--- config.mk ---
export PLATFORM = sky130hd
export DESIGN_NAME = fp_add_normalizer
export DESIGN_NICKNAME = d
export VERILOG_FILES = /design/src/rtl/fp_add_pkg.sv /design/src/rtl/lzc_26.sv /design/src/rtl/fp_add_normalizer.sv
export SDC_FILE = /design/constraint.sdc
export NUM_CORES = 1
export LEC_CHECK = 0
export BUFFER_PORTS_ARGS = -buffer_cell sky130_fd_sc_hd__buf_2
export CAP_MARGIN = 20
export CORE_AREA = 2 2 136 138
export DETAILED_ROUTE_END_ITERATION = 12
export DIE_AREA = 0 0 138 140
export HOLD_SLACK_MARGIN = 0.12
export PLACE_DENSITY_LB_ADDON = 0.05
export SYNTH_ARGS = -nofsm -noshare
export SYNTH_HDL_FRONTEND = slang
export SYNTH_SLANG_ARGS = --single-unit
--- constraint.sdc ---
create_clock -name clk -period 8.59 [get_ports clk]
set_clock_uncertainty 0.05 [all_clocks]
set_input_delay 2.577 -clock clk [delete_from_list [all_inputs] [get_ports clk]]
set_output_delay 2.577 -clock clk [all_outputs]
set_load 0.005 [all_outputs]
--- src/rtl/fp_add_pkg.sv ---
// rtl/fp_add_pkg.sv - shared constants and types for the FP adder back end
//
// Purpose : Exponent limit, mantissa-sum bit positions, the mantissa-sum
//           type and the shift-direction encoding used between the
//           classify and shift stages of the normalizer.
// Ports   : none (package).

package fp_add_pkg;

    localparam logic [7:0] EXP_MAX = 8'hFF;

    // Bit positions inside the 27-bit aligned mantissa sum.
    localparam int CARRY_BIT  = 26;
    localparam int HIDDEN_BIT = 25;
    localparam int GUARD_BIT  = 1;
    localparam int STICKY_BIT = 0;

    typedef logic [26:0] mant_sum_t;

    typedef enum logic [1:0] {
        SH_NONE  = 2'd0,
        SH_RIGHT = 2'd1,
        SH_LEFT  = 2'd2
    } shift_dir_t;

endpackage

--- src/rtl/lzc_26.sv ---
// rtl/lzc_26.sv - combinational leading-zero counter for a 26-bit field
//
// Purpose : Counts leading zeros of din starting at bit 25. Returns 26 and
//           raises all_zero when no bit is set.
// Ports   : din      in  [25:0]  field to scan (hidden bit down to sticky)
//           count    out [4:0]   leading-zero count, 0..26
//           all_zero out         din has no bit set

module lzc_26 (
    input  logic [25:0] din,
    output logic [4:0]  count,
    output logic        all_zero
);

    logic found;

    always_comb begin
        count = 5'd26;
        found = 1'b0;
        for (int i = 25; i >= 0; i--) begin
            if (!found && din[i]) begin
                count = 5'(25 - i);
                found = 1'b1;
            end
        end
    end

    assign all_zero = ~|din;

endmodule

--- src/rtl/fp_add_normalizer.sv ---
// rtl/fp_add_normalizer.sv - 3-stage post-add normalizer for the FP adder
//
// Purpose : Takes the aligned mantissa sum and the larger biased exponent,
//           shifts the sum back into normalized form and adjusts the
//           exponent, flagging zero, overflow (infinity) and denormal.
//           S1 registers the beat with its leading-zero count, S2 picks the
//           shift direction/amount and the exponent, S3 applies the shift.
// Ports   : clk        in   clock, rising edge
//           rst        in   asynchronous active-low reset
//           in_valid   in   input beat valid
//           in_ready   out  block accepts a beat this cycle
//           exp_in     in   [EXP_W-1:0]  larger biased exponent
//           mant_in    in   [MANT_W-1:0] raw mantissa sum
//           out_valid  out  result valid
//           out_ready  in   downstream accepts the result
//           exp_out    out  [EXP_W-1:0]  adjusted biased exponent
//           mant_out   out  [MANT_W-1:0] normalized mantissa, [26]=0
//           zero_out   out  result is exact zero
//           ovf_out    out  exponent overflow, result is infinity
//           unf_out    out  result is denormal

module fp_add_normalizer
    import fp_add_pkg::*;
#(
    parameter int EXP_W  = 8,
    parameter int MANT_W = 27
) (
    input  logic              clk,
    input  logic              rst,
    input  logic              in_valid,
    output logic              in_ready,
    input  logic [EXP_W-1:0]  exp_in,
    input  logic [MANT_W-1:0] mant_in,
    output logic              out_valid,
    input  logic              out_ready,
    output logic [EXP_W-1:0]  exp_out,
    output logic [MANT_W-1:0] mant_out,
    output logic              zero_out,
    output logic              ovf_out,
    output logic              unf_out
);

    // The whole pipe moves as one: a stalled output freezes every stage,
    // so bubbles are never squeezed out while stalled.
    logic en;
    assign en       = !out_valid || out_ready;
    // Held low while in reset so every output reads 0.
    assign in_ready = en && rst;

    // ---------------------------------------------------------------- S1
    logic [4:0] lz;
    logic       lz_all_zero;

    lzc_26 u_lzc (
        .din      (mant_in[HIDDEN_BIT:0]),
        .count    (lz),
        .all_zero (lz_all_zero)
    );

    logic             s1_valid;
    logic [EXP_W-1:0] s1_exp;
    mant_sum_t        s1_mant;
    logic [4:0]       s1_lz;
    logic             s1_carry;
    logic             s1_zero;

    always_ff @(posedge clk or negedge rst) begin
        if (!rst) begin
            s1_valid <= 1'b0;
            s1_exp   <= '0;
            s1_mant  <= '0;
            s1_lz    <= '0;
            s1_carry <= 1'b0;
            s1_zero  <= 1'b0;
        end else if (en) begin
            s1_valid <= in_valid;
            s1_exp   <= exp_in;
            s1_mant  <= mant_in;
            s1_lz    <= lz;
            s1_carry <= mant_in[CARRY_BIT];
            s1_zero  <= lz_all_zero && !mant_in[CARRY_BIT];
        end
    end

    // ---------------------------------------------------------------- S2
    // Exponent arithmetic is one bit wider so E+1 can reach EXP_MAX+1
    // without wrapping back to a small exponent.
    logic [EXP_W:0]   exp_inc;
    logic [EXP_W-1:0] sh_limit;
    shift_dir_t       d2_dir;
    logic [4:0]       d2_sh;
    logic [EXP_W-1:0] d2_exp;
    logic             d2_zero;
    logic             d2_ovf;
    logic             d2_unf;

    always_comb begin
        d2_dir   = SH_NONE;
        d2_sh    = '0;
        d2_exp   = '0;
        d2_zero  = 1'b0;
        d2_ovf   = 1'b0;
        d2_unf   = 1'b0;
        exp_inc  = {1'b0, s1_exp} + (EXP_W+1)'(1);
        // A left shift may lower the exponent to 1 at most; past that the
        // result stays denormal with exponent 0.
        sh_limit = s1_exp - EXP_W'(1);

        if (s1_carry) begin
            if (exp_inc >= {1'b0, EXP_MAX}) begin
                d2_ovf = 1'b1;
                d2_exp = EXP_MAX;
            end else begin
                d2_dir = SH_RIGHT;
                d2_exp = exp_inc[EXP_W-1:0];
            end
        end else if (s1_zero) begin
            d2_zero = 1'b1;
        end else if (s1_exp == '0) begin
            // Denormal operands: the sum is already in place; a set hidden
            // bit means it grew into the smallest normal.
            d2_exp = EXP_W'(s1_mant[HIDDEN_BIT]);
            d2_unf = !s1_mant[HIDDEN_BIT];
        end else begin
            d2_dir = SH_LEFT;
            if (EXP_W'(s1_lz) <= sh_limit) begin
                d2_sh = s1_lz;
            end else begin
                d2_sh = sh_limit[4:0];
            end
            // The hidden bit lands on [25] only when the full lz is applied;
            // a clamped shift leaves a denormal.
            d2_unf = (d2_sh != s1_lz);
            d2_exp = d2_unf ? '0 : s1_exp - EXP_W'(d2_sh);
        end
    end

    logic             s2_valid;
    mant_sum_t        s2_mant;
    shift_dir_t       s2_dir;
    logic [4:0]       s2_sh;
    logic [EXP_W-1:0] s2_exp;
    logic             s2_zero;
    logic             s2_ovf;
    logic             s2_unf;

    always_ff @(posedge clk or negedge rst) begin
        if (!rst) begin
            s2_valid <= 1'b0;
            s2_mant  <= '0;
            s2_dir   <= SH_NONE;
            s2_sh    <= '0;
            s2_exp   <= '0;
            s2_zero  <= 1'b0;
            s2_ovf   <= 1'b0;
            s2_unf   <= 1'b0;
        end else if (en) begin
            s2_valid <= s1_valid;
            s2_mant  <= s1_mant;
            s2_dir   <= d2_dir;
            s2_sh    <= d2_sh;
            s2_exp   <= d2_exp;
            s2_zero  <= d2_zero;
            s2_ovf   <= d2_ovf;
            s2_unf   <= d2_unf;
        end
    end

    // ---------------------------------------------------------------- S3
    mant_sum_t d3_mant;

    always_comb begin
        case (s2_dir)
            // Right shift folds the dropped guard bit into sticky.
            SH_RIGHT: d3_mant = {1'b0, s2_mant[CARRY_BIT:2],
                                 s2_mant[GUARD_BIT] | s2_mant[STICKY_BIT]};
            SH_LEFT:  d3_mant = s2_mant << s2_sh;
            default:  d3_mant = s2_mant;
        endcase
        if (s2_zero || s2_ovf) begin
            d3_mant = '0;
        end
    end

    always_ff @(posedge clk or negedge rst) begin
        if (!rst) begin
            out_valid <= 1'b0;
            exp_out   <= '0;
            mant_out  <= '0;
            zero_out  <= 1'b0;
            ovf_out   <= 1'b0;
            unf_out   <= 1'b0;
        end else if (en) begin
            out_valid <= s2_valid;
            exp_out   <= s2_exp;
            mant_out  <= d3_mant;
            zero_out  <= s2_zero;
            ovf_out   <= s2_ovf;
            unf_out   <= s2_unf;
        end
    end

endmodule

Word level (Yosys, flattened, before mapping)
Cells that the tools add are included.
{ "word_totals": {"elab_cells": 166, "ff_bits": 128, "out_inout_bits": 40, "input_bits": 39} }
{ "op_classes": {"n_eq_ne": 3, "n_bitwise": 1, "n_shift": 1, "n_reduce_logical": 60, "n_addsub": 3, "muxes": 76, "n_lt_le_gt_ge": 2} }
{ "ops": {"columns": ["operator", "n"], "rows": [
  ["$mux W5", 33],
  ["$pmux W27 S2", 1],
  ["$mux W8", 5],
  ["$mux W1", 33],
  ["$logic_not A1 Y1", 29],
  ["$logic_and A1 B1 Y1", 27],
  ["$mux W27", 1],
  ["$shl A27 B5 Y27", 1],
  ["$reduce_or A26 Y1", 1],
  ["$add A8 B1 Y9 const B", 1],
  ["$ge A9 B8 Y1 const B", 1],
  ["$le A5 B8 Y1", 1],
  ["$logic_not A8 Y1", 1],
  ["$sub A8 B1 Y8 const B", 1],
  ["$sub A8 B5 Y8", 1],
  ["$mux W2", 3],
  ["$ne A5 B5 Y1", 1],
  ["$eq A2 B1 Y1 const B", 1],
  ["$eq A2 B2 Y1 const B", 1],
  ["$logic_or A1 B1 Y1", 2],
  ["$or A1 B1 Y1", 1]
]} }

Longest topological paths before layout
Gate-level depths: netlist of run 1.
{ "logic_depth": {"word_depth": 76, "ltp_mapped": 21, "ltp_nobuf": 20} }

Modules after synthesis
From an unflattened synthesis of run 1, not the netlist that was laid out.
{ "unflattened": {"cells_unflattened": 897, "hier_area_um2": 7906.3} }
{ "modules_own_cells": {"columns": ["mod", "area_each_um2", "seq_area_each_um2", "n_inst", "cells_per_inst"], "rows": [
  ["fp_add_normalizer", 7546.0, 3178.0, 1, 841],
  ["lzc_26", 360.3, 0.0, 1, 56]
]} }

Worst setup path before layout of run 1
No wires, ideal clock.
{ "synth_timing": {"path_type": "input -> output", "from": "input out_ready", "to": "output in_ready", "t_arrival_ns": 3.316, "slack_ns": 2.647, "cell_stages": 4, "path_cell_list": "nand2b_1 > clkbuf_1 > clkbuf_1 > and2_1"} }
{ "synth_between": {"elab_chain_cells": 2} }
{ "synth_lines": {"columns": ["element", "line_no", "source"], "rows": [
  ["start: declaration", "fp_add_normalizer.sv:35", "input logic out_ready,"],
  ["$logic_or A1 B1 Y1", "fp_add_normalizer.sv:46", "assign en = !out_valid || out_ready;"],
  ["$logic_and A1 B1 Y1", "fp_add_normalizer.sv:48", "assign in_ready = en && rst;"],
  ["end: declaration", "fp_add_normalizer.sv:31", "output logic in_ready,"]
]} }
No other way between the ends.

Worst setup path in the final report of run 1
{ "layout_timing": {"from": "input rst", "to": "output in_ready"} }
{ "layout_between": {"elab_chain_cells": 1} }
{ "layout_lines": {"columns": ["element", "line_no", "source"], "rows": [
  ["start: declaration", "fp_add_normalizer.sv:29", "input logic rst,"],
  ["$logic_and A1 B1 Y1", "fp_add_normalizer.sv:48", null]
]} }
No other way between the ends.

==> results of run 1 <==
critical path, cell delays in order:
cell and delay (ps):
sky130_fd_sc_hd__buf_4 610, sky130_fd_sc_hd__and2_1 250, sky130_fd_sc_hd__buf_2 120
routing by layer:
layer / global-route usage / vias up / part of all wire
li1: - / 3205 / -
met1: 0.351 / 3200 / 0.50
met2: 0.328 / 210 / 0.43
met3: 0.0496 / 23 / 0.054
met4: 0.0532 / 0 / 0.014
met5: 0 / - / 0
flip-flops by register name, indices dropped and copies added (netlist names), 2 cells and up:
name      cells
exp_out       8
s2_mant      27
s2_dir        2
s1_lz         5
s1_mant      27
s2_exp        8
s1_exp        8
s2_sh         5
mant_out     27
area by class of cell:
class	count	area, um^2
Clock buffer	17	425
Inverter	23	86.3
Multi-Input combinational cell	685	4060
Tap cell	229	287
Timing Repair Buffer	87	460
Clock inverter	14	183
Sequential cell	127	3180
Fill cell	1803	9100
power by group through the flow:
| stage | clock network (mW) | registers (mW) | logic [mW] |
|---|---|---|---|
| detailed placement | 0 | 1.03 | 1.19 |
| global placement | 0 | 1.02 | 1.18 |
| floorplan | 0 | 0.935 | 0.889 |
| finish | 0.749 | 1.02 | 1.20 |
| global route | 0.797 | 1.05 | 1.35 |
| CTS | 0.763 | 1.02 | 1.19 |
cells in the mapped netlist, drive strengths merged, types with 7 or more instances:
| cell type | n | area share |
|---|---|---|
| xnor2 | 7 | 0.0081 |
| nor3 | 21 | 0.015 |
| mux2i | 26 | 0.034 |
| clkbuf | 44 | 0.022 |
| a211oi | 7 | 0.0069 |
| buf | 16 | 0.015 |
| inv | 22 | 0.011 |
| nand3 | 9 | 0.0059 |
| ha | 16 | 0.026 |
| o21ai | 96 | 0.063 |
| xor2 | 9 | 0.010 |
| nor2 | 38 | 0.019 |
| nand2 | 279 | 0.14 |
| a221oi | 9 | 0.010 |
| mux2 | 9 | 0.013 |
| dfrtp | 127 | 0.42 |
| mux4 | 16 | 0.047 |
| a21oi | 40 | 0.026 |
| nor2b | 8 | 0.0066 |
cells by family after synthesis:
kind of cell             Yosys count
adder cells (fa/ha/maj)           17
AND/OR/NAND/NOR                  392
XOR/XNOR                          16
AO/OA/AOI/OAI                    209
buffers and inverters             83
multiplexers                      51
flip-flops                       127
worst paths after layout:
| kind | startpoint | endpoint | slack [ps] | cells past startpoint |
|---|---|---|---|---|
| max | rst | in_ready | 2390 | 3 |
| min | unf_out$_DFFE_PN0N_ | unf_out$_DFFE_PN0N_ | 410 | 2 |
| max reg2reg | s1_exp[0]$_DFFE_PN0N_ | s2_exp[5]$_DFFE_PN0N_ | 3490 | 17 |
| min reg2reg | unf_out$_DFFE_PN0N_ | unf_out$_DFFE_PN0N_ | 410 | 2 |
| max in group asynchronous | rst | s2_mant[0]$_DFFE_PN0N_ | 4890 | 2 |
| min in group asynchronous | rst | s2_valid$_DFFE_PN0N_ | 2210 | 1 |
metrics by stage:
stage | utilization | cell area, um^2 | hold WS, ps | total power, mW
2_1_floorplan | - | 7590 | 380 | 1.82
3_3_place_gp | 0.454 | 8070 | 395 | 2.20
3_5_place_dp | 0.454 | 8070 | 398 | 2.22
4_1_cts | 0.488 | 8680 | 414 | 2.98
5_1_grt | 0.488 | 8680 | 438 | 3.20
6_report | 0.488 | 8680 | 408 | 2.97
==> summary.md, run 1 <==
The antenna cell count is 0, and the post-synthesis instance area is 0.00759 mm^2. The relative max-transition margin came out at 0.327. Fraction of final layout cells with drive strength greater than 1: 0.164. The floorplan step set the die width to 138 um.

The remaining global-route overflow came out at 0. The number of enable-type register cells in the synthesized netlist was 0; the first-pass GRT wire length was 35700 um. The standby leakage power was 4.00 nW; the top-level port count was 79. The required time at the endpoint of the critical path was 5960 ps. After synthesis, the largest family of logic cells by area is simple AND/OR/NAND/NOR gates. Yosys printed 0 warnings. The tools report the arrival time of data at the critical path endpoint as 3570 ps. The number of vias per cell after detailed routing is 5.62, and the count of port buffers added during placement is 78. Total global routing track utilization: 0.228. Along the worst path, the maximum fanout reaches 61. Simple-gate share of the synthesized area: 0.219. In the layout the commonest cells are sky130_fd_sc_hd__nand2_1 (279), sky130_fd_sc_hd__dfrtp_1 (127), sky130_fd_sc_hd__o21ai_0 (95), sky130_fd_sc_hd__buf_2 (77), sky130_fd_sc_hd__a21oi_1 (40). The initial core utilization was 0.427; the number of clock buffers inserted by TritonCTS was 17.

Setup violations remaining at the end of the flow were counted as 0. The maximum VDD drop was 0.186 mV. At the placement stage, the worst setup path has a slack of 2340 ps. The proportion of synthesized area in mux cells was 0.0951.

The flow ran to the end, and the final reports show no timing, DRC or antenna violations. Max-capacitance violation count: 0. The run gives 2 as the deepest clock path buffer count. The category of the critical setup timing path was in2out.

Clock-pin slew was measured on the worst setup and hold paths at 60 ps. The startpoint class of the critical path was an input pin. The number of hold buffers added after CTS was 0.

Entering global routing, the biggest net connects 85 pins. After detailed routing, the number of remaining DRC violations is 0. The clock drives 127 sinks. The first detailed-routing pass took 5 iterations. The die height is 140 um. Number of antenna violations at the first check in global routing: 0.

The total of cells resized after clock tree synthesis was 0. For the clock network latency to the later pin of the worst-skew pair, the log shows 420 ps. The number of global-route vias before repair was 6466; the area share of xor/xnor cells in the synthesized design was 0.0185. The synthesized area per cell came out at 8.48 um^2.

The floorplan has 49 rows. The tools report the proportion of power drawn by combinational gates as 0.403. Highest achievable clock rate: 161 MHz. The most used flip-flop cell after synthesis is sky130_fd_sc_hd__dfrtp_1. After floorplanning, the core was sized to cover 0.0178 mm^2.

The number of different library cells used by synthesis comes to 65. Setup slack closes at 2390 ps. The floorplan step defined a die boundary enclosing 0.0193 mm^2. The complex-gate fraction of the synthesized area is 0.171, and the post-route clock period utilization is 0.722.

For the sequential power share, the log shows 0.345. The run gives 0.252 as the clock network fraction of design power. The fraction of power spent switching nets is 0.408, and the half-perimeter wire length after detailed placement is 15200 um. For this block, the routed nets add up to 21300 um of wire. The H-tree was split into 4 levels. Setup repair after global routing left no endpoint under its margin.

The post-synthesis share of cell area spent on full adders, half adders and majority gates came out at 0.0290. In this run the worst hold path is classified as reg2reg. The routed design could run at a clock period as short as 6200 ps. The share of synthesized area occupied by flip-flops and latches was 0.419; the synthesized flop and latch total was 127.

Summed over all nets, the switching power comes to 1.21 mW. The number of vias after detailed routing is 6638, and the post-synthesis async set-or-reset flop share is 1.00. Relative area change from synthesis to final layout: 14.3%. CTS placed an instance of sky130_fd_sc_hd__clkbuf_16 at the clock tree root. The post-synth net total was 951; the number of antenna-violating nets in the routed design was 0. Leading cell type in the layout, fill and taps excluded: sky130_fd_sc_hd__nand2_1. The tools report the gate count after technology mapping as 895.

The number of setup buffers added after CTS was 0; the final-layout setup total negative slack was 0 ps. TritonCTS built the clock tree. For the pin with the worst max-slew slack, the measured transition is 1010 ps.

For the final-report max-slew violation count, the log shows 0. The tools report the endpoint kind of the worst setup timing path as an output port. Excluding fillers, the count of instances in the completed layout stands at 1182. Cell internal power was estimated by the tool at 1.76 mW.

In the final routed layout, each cell accounts on average for 18.0 um. In the final design database the tool counted 997 nets. For the final count of hold timing violations, the log shows 0. After the first detailed-routing iteration, the DRC count stood at 626. The congestion estimate from routability-driven global placement came to 0.894. In this run the power density over the cells is 342 mW/mm^2. Number of placed cells counting well taps: 1151.
Note: power is estimated with default switching activity, not from simulation.
==> inputs of run 2 (changes only) <==
clock period = 6.2 ns   (was 8.59 ns; I/O delays follow)
==> run 2 against run 1 <==
Net effect: worst setup slack got worse by 1300 ps; global-route usage is essentially flat; clock power rose by 27%; first-iteration DRC count shrank 28%; power is 36% higher; routed wire length increased by 1.8%; count of clock-buffer cells in the layout grew 1; via count grew 0.54%; critical endpoint is now s2_exp[5]$_DFFE_PN0N_; largest power group unchanged.
==> summary.md, run 2 (synthesized netlist as in run 1, its figures left out) <==
The flow ran to the end, and the final reports show no timing, DRC or antenna violations. The number of clock buffers inserted by TritonCTS was 17 (unchanged). The clock network latency to the later pin of the worst-skew pair was 430 ps (was 420 ps). The busiest layer in global routing was met1 (unchanged).

The tools report the clock tree root driver cell as sky130_fd_sc_hd__clkbuf_16 (unchanged). The leading cell type in the layout, fill and taps excluded is sky130_fd_sc_hd__nand2_1 (unchanged). The tools report the number of placed cells counting well taps as 1151 (unchanged).

The number of H-tree levels came out at 4 (unchanged). Most frequent cells in the layout: sky130_fd_sc_hd__nand2_1 (279), sky130_fd_sc_hd__dfrtp_1 (127), sky130_fd_sc_hd__o21ai_0 (95), sky130_fd_sc_hd__buf_2 (77), sky130_fd_sc_hd__a21oi_1 (40) (unchanged). Number of global-route vias before repair: 6512 (was 6466).

The total number of nets in the final design is 997 (unchanged), and the post-route clock period utilization is 0.819. The worst min-delay path class is reg2reg (unchanged). TritonCTS built the clock tree. The die height was 140 um (unchanged); the total of cells resized after clock tree synthesis was 0 (unchanged). The final count of hold timing violations was 0 (unchanged); the transition at the pin with the smallest max-transition slack was 1100 ps (was 1010 ps).

For the met2 usage in global routing, the log shows 0.335 (was 0.328). The clock-pin slew of the registers on the worst-case setup and hold paths is 70 ps (was 60 ps). The tools report the DRC violation count after routing as 0 (unchanged).

The last weighted congestion value of the routability-driven placer is 0.894 (unchanged). Number of violations reported at the end of detailed-routing iteration 0: 452 (was 626). Subtracting the final worst setup slack from the clock period gives 5080 ps.

The final-report max-slew violation count is 0 (unchanged), and the routed wire length per instance is 18.3 um (was 18.0 um). The relative area change from synthesis to final layout was 13.8% (was 14.3%). The run gives 0.0193 mm^2 (unchanged) as the die area.

The number of placement rows is 49 (unchanged), and the fraction of final layout cells with drive strength greater than 1 is 0.164 (unchanged). The tools report the first-pass GRT wire length as 35400 um (was 35700 um). The tools report the number of setup buffers added after CTS as 0 (unchanged). The initial core utilization is 0.427 (unchanged).

The number of antenna-violating nets in the routed design was 0 (unchanged); the met1 track demand over resource in global routing was 0.341 (was 0.351). The startpoint class of the critical path was a flop (was an input pin). The hold buffer count at cts is 0 (unchanged). The endpoint kind of the worst setup timing path is a flop (was an output port).

Setup repair after global routing left no endpoint under its margin. Count of port buffers added during placement: 78 (unchanged). The max-capacitance violation count is 0 (unchanged). Category of the critical setup timing path: reg2reg (was in2out).

The core footprint is 0.0178 mm^2 (unchanged). For this run, the top clock speed supported by timing is 197 MHz. The power per standard cell area was 466 mW/mm^2 (was 342 mW/mm^2); the deepest clock path buffer count was 2 (unchanged).

The largest net degree at the start of global routing was 91 (was 85); the standby leakage power was 3.97 nW (was 4.00 nW). The number of vias per cell after detailed routing was 5.65 (was 5.62); the count of final setup violators was 0 (unchanged). The total global routing track utilization is 0.228 (about the same), and the half-perimeter wire length after detailed placement is 15200 um (about the same). The tools report the relative max-transition margin as 0.262 (was 0.327). The run gives 21700 um (was 21300 um) as the total detailed-routing wirelength.

The tools report the number of detailed-routing iterations run before antenna repair as 5 (unchanged). Number of antenna violations at the first check in global routing: 0 (unchanged). The top-level port count is 79 (unchanged), and the post-route non-filler standard cell count is 1182 (unchanged).

The logs give 6450 ps (was 5960 ps) for the required time at the endpoint of the critical path and 0 ps (unchanged) for the final-layout setup total negative slack. The maximum VDD drop was 0.233 mV (was 0.186 mV); the arrival time of data at the critical path endpoint was 5330 ps (was 3570 ps). Biggest registers after layout: mant_out: 27 flops, s1_mant: 27 flops, s2_mant: 27 flops (unchanged). Final worst hold slack: 406 ps (was 408 ps). Met3 demand-to-capacity share in global routing: 0.0503 (was 0.0496). The horizontal die dimension works out to 138 um (unchanged). The run gives 0.486 (was 0.488) as the final cell utilization of the core. The peak fanout along the critical path was 10 (was 61).

CTS sink count: 127 (unchanged). For the antenna cell count, the log shows 0 (unchanged). The logs give 0 (unchanged) for the remaining global-route overflow and 6674 (was 6638) for the number of vias after detailed routing.
## run 2: cell types whose count changed in the layout (fill, tap and decap cells not counted)
| cell | previous run | this run |
|---|---|---|
| sky130_fd_sc_hd__inv_8 | 1 | 0 |
| sky130_fd_sc_hd__clkbuf_8 | 0 | 1 |
| sky130_fd_sc_hd__inv_6 | 4 | 3 |
| sky130_fd_sc_hd__bufinv_16 | 3 | 1 |
| sky130_fd_sc_hd__buf_4 | 10 | 9 |
| sky130_fd_sc_hd__clkinv_4 | 3 | 1 |
| sky130_fd_sc_hd__clkinvlp_4 | 2 | 4 |
| sky130_fd_sc_hd__clkinv_2 | 1 | 4 |
| sky130_fd_sc_hd__buf_12 | 0 | 1 |
## run 2: metrics by stage
step	power, mW	setup slack (ps)	instance area, um^2
6_report	4.03	1120	8640
5_1_grt	4.34	740	8640
4_1_cts	4.05	1180	8640
3_5_place_dp	3.08	1240	8080
3_3_place_gp	3.06	1450	8080
2_1_floorplan	2.53	1690	7590
## run 2: final timing paths
path | startpoint | end | slack, ps | cells past startpoint
worst max-delay path | s1_exp[0]$_DFFE_PN0N_ | s2_exp[5]$_DFFE_PN0N_ | 1120 | 17
worst min-delay path | unf_out$_DFFE_PN0N_ | unf_out$_DFFE_PN0N_ | 410 | 2
worst max register to register | s1_exp[0]$_DFFE_PN0N_ | s2_exp[5]$_DFFE_PN0N_ | 1120 | 17
worst min register to register | unf_out$_DFFE_PN0N_ | unf_out$_DFFE_PN0N_ | 410 | 2
max in group asynchronous | rst | s2_sh[4]$_DFFE_PN0N_ | 3150 | 3
min in group asynchronous | rst | out_valid$_DFFE_PN0N_ | 1620 | 2
## run 2: final cells by class
| class | count | area, um^2 |
|---|---|---|
| clock buffers | 18 | 439 |
| clock inverters | 13 | 115 |
| fillers | 1808 | 9140 |
| inverters | 23 | 86.3 |
| multi-input cells | 685 | 4060 |
| flip-flops and latches | 127 | 3180 |
| well taps | 229 | 287 |
| repair buffers | 87 | 473 |
## run 2: critical path, cell delays in order, from the launching register on
cell	delay, ps
sky130_fd_sc_hd__dfrtp_1	530
sky130_fd_sc_hd__inv_1	250
sky130_fd_sc_hd__ha_1	320
sky130_fd_sc_hd__nand2_1	90
sky130_fd_sc_hd__xor2_1	280
sky130_fd_sc_hd__ha_1	330
sky130_fd_sc_hd__and3_1	200
sky130_fd_sc_hd__a31o_2	270
sky130_fd_sc_hd__a311oi_4	520
sky130_fd_sc_hd__mux2i_1	390
sky130_fd_sc_hd__ha_1	290
sky130_fd_sc_hd__nor2b_1	130
sky130_fd_sc_hd__o21ai_0	210
sky130_fd_sc_hd__a21oi_1	110
sky130_fd_sc_hd__o21ai_0	340
sky130_fd_sc_hd__a21boi_0	150
sky130_fd_sc_hd__o211a_1	240
sky130_fd_sc_hd__a221o_1	250
## run 2: power breakdown
group,internal (mW),leakage (nW),switching (mW)
combinational,0.698,2.13,0.968
sequential,1.10,1.58,0.312
clock,0.560,0.265,0.389
## run 2: per-layer routing
layer / up-vias / share of wire
li1: 3202 / -
met1: 3220 / 0.51
met2: 221 / 0.42
met3: 31 / 0.051
met4: 0 / 0.015
met5: - / 0
